--- src/rtl/mem_port_arbiter.sv ---
// mem_port_arbiter: shares one variable-latency backing memory between the
// instruction-fetch and data ports of a zero-latency-style core.
// Data accesses take priority over fetches, and only one backing transaction
// is outstanding at a time. Each port has a one-entry result buffer.
// Optional feature macro: ARB_PERF_EN adds saturating stall/busy counters.
module mem_port_arbiter #(
    parameter int unsigned ADDR_W = 32,
    parameter int unsigned DATA_W = 32,
    parameter int unsigned PERF_W = 32
) (
    input  logic              clock,
    input  logic              reset,
    // fetch port
    input  logic              i_en,
    input  logic [ADDR_W-1:0] i_addr,
    output logic [DATA_W-1:0] i_instr,
    output logic              i_stall,
    // data port
    input  logic              d_en,
    input  logic              d_we,
    input  logic [ADDR_W-1:0] d_addr,
    input  logic [DATA_W-1:0] d_wd,
    output logic [DATA_W-1:0] d_rd,
    output logic              d_stall,
    // backing memory
    output logic              mem_req,
    output logic              mem_we,
    output logic [ADDR_W-1:0] mem_addr,
    output logic [DATA_W-1:0] mem_wd,
    input  logic              mem_ready,
    input  logic              mem_rvalid,
    input  logic [DATA_W-1:0] mem_rdata
`ifdef ARB_PERF_EN
    ,
    output logic [PERF_W-1:0] perf_i_stall,
    output logic [PERF_W-1:0] perf_d_stall,
    output logic [PERF_W-1:0] perf_busy
`endif
);

    typedef enum logic [2:0] {
        IDLE   = 3'd0,
        REQ_I  = 3'd1,
        RESP_I = 3'd2,
        REQ_D  = 3'd3,
        RESP_D = 3'd4
    } state_t;

    // A zero-width counter makes no sense when the counters are built.
    if (PERF_W < 1) begin : g_bad_perf_w
        $error("PERF_W must be at least 1");
    end

    state_t            r_state;
    logic              r_mem_req;
    logic              r_i_valid;
    logic [ADDR_W-1:0] r_i_tag;
    logic [DATA_W-1:0] r_i_data;
    logic              r_d_done;
    logic [ADDR_W-1:0] r_d_tag;
    logic              r_d_tag_we;
    logic [DATA_W-1:0] r_d_data;
    logic [ADDR_W-1:0] r_lat_addr;
    logic              r_lat_we;
    logic [DATA_W-1:0] r_lat_wd;

    logic              w_i_hit;
    logic              w_d_hit;

    // Buffer hit detection against the current core request.
    always_comb begin
        w_i_hit = r_i_valid && (r_i_tag == i_addr);
        w_d_hit = r_d_done && (r_d_tag == d_addr) && (r_d_tag_we == d_we);
    end

    assign i_stall  = i_en && !w_i_hit;
    assign i_instr  = r_i_data;
    assign d_stall  = d_en && !w_d_hit;
    assign d_rd     = r_d_data;

    // Backing request fields come from the latched registers so they stay
    // stable for as long as mem_ready is held low.
    assign mem_req  = r_mem_req;
    assign mem_we   = r_lat_we;
    assign mem_addr = r_lat_addr;
    assign mem_wd   = r_lat_wd;

    // Arbitration/sequencing FSM plus result buffers.
    always_ff @(posedge clock) begin
        if (reset) begin
            r_state    <= IDLE;
            r_mem_req  <= 1'b0;
            r_i_valid  <= 1'b0;
            r_i_tag    <= '0;
            r_i_data   <= '0;
            r_d_done   <= 1'b0;
            r_d_tag    <= '0;
            r_d_tag_we <= 1'b0;
            r_d_data   <= '0;
            r_lat_addr <= '0;
            r_lat_we   <= 1'b0;
            r_lat_wd   <= '0;
        end else begin
            // A data result is handed over exactly once, and dropped if the
            // core stops asking; a same-edge fill below takes precedence.
            if (!d_en || w_d_hit) begin
                r_d_done <= 1'b0;
            end

            case (r_state)
                IDLE: begin
                    if (d_en && !w_d_hit) begin
                        r_lat_addr <= d_addr;
                        r_lat_we   <= d_we;
                        r_lat_wd   <= d_wd;
                        r_mem_req  <= 1'b1;
                        r_state    <= REQ_D;
                    end else if (i_en && !w_i_hit) begin
                        r_lat_addr <= i_addr;
                        r_lat_we   <= 1'b0;
                        r_lat_wd   <= '0;
                        r_mem_req  <= 1'b1;
                        r_state    <= REQ_I;
                    end
                end
                REQ_I: begin
                    if (mem_ready) begin
                        r_mem_req <= 1'b0;
                        r_state   <= RESP_I;
                    end
                end
                RESP_I: begin
                    if (mem_rvalid) begin
                        r_i_valid <= 1'b1;
                        r_i_tag   <= r_lat_addr;
                        r_i_data  <= mem_rdata;
                        r_state   <= IDLE;
                    end
                end
                REQ_D: begin
                    if (mem_ready) begin
                        r_mem_req <= 1'b0;
                        r_state   <= RESP_D;
                    end
                end
                RESP_D: begin
                    if (mem_rvalid) begin
                        r_d_done   <= 1'b1;
                        r_d_tag    <= r_lat_addr;
                        r_d_tag_we <= r_lat_we;
                        r_d_data   <= mem_rdata;
                        // A store over the buffered instruction invalidates it.
                        if (r_lat_we && (r_lat_addr == r_i_tag)) begin
                            r_i_valid <= 1'b0;
                        end
                        r_state <= IDLE;
                    end
                end
                default: begin
                    r_mem_req <= 1'b0;
                    r_state   <= IDLE;
                end
            endcase
        end
    end

`ifdef ARB_PERF_EN
    logic [PERF_W-1:0] r_perf_i_stall;
    logic [PERF_W-1:0] r_perf_d_stall;
    logic [PERF_W-1:0] r_perf_busy;

    assign perf_i_stall = r_perf_i_stall;
    assign perf_d_stall = r_perf_d_stall;
    assign perf_busy    = r_perf_busy;

    // Saturating performance counters.
    always_ff @(posedge clock) begin
        if (reset) begin
            r_perf_i_stall <= '0;
            r_perf_d_stall <= '0;
            r_perf_busy    <= '0;
        end else begin
            if (i_stall && !(&r_perf_i_stall)) begin
                r_perf_i_stall <= r_perf_i_stall + PERF_W'(1);
            end
            if (d_stall && !(&r_perf_d_stall)) begin
                r_perf_d_stall <= r_perf_d_stall + PERF_W'(1);
            end
            if ((r_state != IDLE) && !(&r_perf_busy)) begin
                r_perf_busy <= r_perf_busy + PERF_W'(1);
            end
        end
    end
`endif

endmodule
--- config.mk ---
export PLATFORM = sky130hd
export DESIGN_NAME = mem_port_arbiter
export DESIGN_NICKNAME = d
export VERILOG_FILES = /design/src/rtl/mem_port_arbiter.sv
export SDC_FILE = /design/constraint.sdc
export NUM_CORES = 1
export LEC_CHECK = 0
export CAP_MARGIN = 20
export CORE_MARGIN = 8
export CORE_UTILIZATION = 30
export DETAILED_ROUTE_END_ITERATION = 8
export PLACE_DENSITY_LB_ADDON = 0.08
export SETUP_SLACK_MARGIN = 0.15
export SLEW_MARGIN = 20
export SYNTH_ARGS = -nofsm -noshare
export SYNTH_HDL_FRONTEND = slang
export SYNTH_SLANG_ARGS = --single-unit
--- constraint.sdc ---
create_clock -name clock -period 5.3 [get_ports clock]
set_input_delay 0.53 -clock clock [delete_from_list [all_inputs] [get_ports clock]]
set_output_delay 0.53 -clock clock [all_outputs]
set_load 0.01 [all_outputs]
==> metrics.md <==
| Metric | Value |
|---|---|
| Min Tclk post-route | 3850 ps |
| Longest Clk Path Bufs | 2 |
| Power per cell area | 317 nW/um2 |
| Final setup margin | 1450 ps |
| Worst path required time | 4770 ps |
| Post-CTS Resized | 0 |
| Via count | 7706 |
| P_leak | 4.33 nW |
| Synth Warn # | 0 |
| Worst-margin pin slew | 1080 ps |
| Hold Crit Class | reg2reg |
| Tcrit/Tclk final | 72.6% |
| Seq. cell area | 4000 um2 |
| Post-synthesis sequential area ratio | 47.8% |
| Multi-input gate area | 3960 um2 |
| Slew margin rel. | 28.0% |
| Core box area | 27600 um2 |
| Die height | 183 um |
| Drt drc | 0 |
| Layout net count | 1346 |
| Post-CTS setup buffer count | 0 |
| Worst-path maximum fanout | 35 |
| DP Worst Slack | 1370 ps |
| VDD IR max | 223 uV |
| Die Width | 183 um |
| First-pass GRT wire length | 48.0 mm |
| Initial Util | 30.3% |
| Synth cell types | 34 |
| Final design utilization | 43.2% |
| Slew Limit Fails | 0 |
| Filler cells | 2809 |
| Final setup TNS | 0 ps |
| # clock sinks | 200 |
| Initial DRC count | 348 |
| Antenna viol nets, final | 0 |
| Pwr Total | 3.78 mW |
| Total CTS buffers | 17 |
| Final Hold Fails | 0 |
| Worst Setup End Kind | output pin |
| Fin Hold WS | 453 ps |
| Worst EP arrival | 3320 ps |
| Layout cell share with drive strength beyond 1 | 5.15% |
| Maxcap violations | 0 |
| Final Setup Violations | 0 |
| Avg Cell Area, Syn | 8.48 um2 |
| Achievable Freq | 0.260 GHz |
| Status | complete, no violations |
| Nature of the critical path startpoint | primary input |
| Crit path kind | in2out |
| Post-Syn Instances | 988 |
| Area Overhead vs Synth | 42.2% |
| Largest net degree at the start of global routing | 94 |
| # rows | 61 |
| Vias in the first global route | 7593 |
| # hold bufs at CTS | 0 |
| I/O Buffers | 266 |
| Initial antenna violation count | 0 |
| DRT Wirelength | 32.0 mm |
| Post-Syn Nets | 1123 |
| Drt wl/cell | 20.0 um |
| Drt via density | 4.81 |
| IO Pins | 267 |
| Worst Skew | 19.7 ps |
| Clock Latency Late Sink | 450 ps |
| Router iterations before antenna repair | 5 |
| GP Congestion | 0.797 |
| Clk pin slew, worst setup/hold paths | 70 ps |
| Die area | 33500 um2 |
| Root Driver | clkbuf_16 |
| Unrepaired setup endpoints after global routing | no |
| Yosys reg bits | 200 |
| Ant diodes | 0 |
| GRT overflow | 0 |
| Dpl hpwl | 21.9 mm |
| H-tree lvl count | 4 |
| Total GRT Usage | 18.7% |
| Cell area after synthesis | 8380 um2 |
| CTS tree | done |
-- synthesized netlist by cell type --
cell type,number,area [um2]
nand2_1,260,976
dfxtp_1,200,4000
a21oi_1,135,676
xor2_1,88,771
clkbuf_1,55,206
nor3_1,35,175
a22o_1,33,289
inv_1,33,124
a211oi_1,32,240
nor4_1,22,138
o41ai_1,22,193
o41ai_2,10,163
xnor2_1,10,87.6
buf_2,8,40.0
buf_1,7,26.3
nand3_1,6,30.0
nand4_1,5,31.3
buf_4,4,30.0
nor2_1,4,15.0
nand3b_1,3,22.5
nor2b_1,2,12.5
o21ai_0,2,10.0
a2111oi_0,1,8.76
a221oi_1,1,8.76
a2bb2oi_2,1,15.0
and3_1,1,6.26
and3b_1,1,8.76
clkinv_1,1,3.75
inv_2,1,3.75
nor4_4,1,21.3
o21a_1,1,7.51
o221a_2,1,11.3
o31ai_4,1,21.3
or3_1,1,6.26
-- routing by layer --
metal  wire (um)  share of wire [%]  vias up  track usage (%)
met5           0                  0        -                0
li1            -                  -     3817                -
met2       14800                 46      245             30.1
met1       15200                 48     3629             25.3
met3        1840                5.8       15             4.16
met4         210               0.66        0             3.64
-- cell families after synthesis --
| logic type | after synthesis | share of synthesized area (%) |
|---|---|---|
| simple gates | 341 | 17.2 |
| compound gates | 240 | 19.6 |
| flops | 200 | 47.8 |
| buf+inv | 109 | 5.18 |
| xor+xnor | 98 | 10.2 |
-- where the power goes --
part	internal (mW)	switching (mW)
sequential	1.60	0.104
clock	0.672	0.667
combinational	0.352	0.389
total	2.62	1.16
-- worst max-delay path, stage by stage --
cell,delay (ps)
clkdlybuf4s50_1,510
xor2_1,210
nor4_1,510
nand4_1,240
o31ai_4,290
inv_2,380
clkdlybuf4s50_1,620
-- path summary, 6_finish.rpt --
kind | endpoint | start | cells past startpoint | slack (ps)
max | d_stall | d_addr[2] | 7 | 1450
min | i_instr[11] | i_instr[11] | 2 | 450
max reg2reg | mem_wd[14] | r_d_tag[26] | 7 | 2180
min reg2reg | i_instr[11] | i_instr[11] | 2 | 450
-- cell type report --
class                           count  area share (%)
Sequential cell                   200            33.6
Multi-Input combinational cell    679            33.2
Inverter                           35            1.10
Tap cell                          378            3.97
Clock inverter                     14            1.34
Timing Repair Buffer              278            23.2
Clock buffer                       17            3.57
-- registers in the layout, indices dropped and copies added (netlist names) --
register,cells
r_d_tag_we,1
r_i_valid,1
r_i_tag,32
mem_we,1
r_state,3
r_d_done,1
d_rd,32
i_instr,32
mem_req,1
mem_addr,32
r_d_tag,32
mem_wd,32
-- layout by cell type (no fill, tap or decap), types with 32 or more instances in the layout --
cell type        instances
nor3_1                  34
a21oi_1                135
dfxtp_1                200
a211oi_1                32
nand2_1                260
clkdlybuf4s50_1        265
xor2_1                  88
a22o_1                  33
inv_1                   33
-- through the flow --
stage                     cell area (um2)  std cells
final                               11900       1601
after global routing                11900       1601
after CTS                           11900       1600
after detailed placement            11300       1569
after global placement              11300       1569
after floorplan                      8380        988
(Power assumes the default switching activity.)
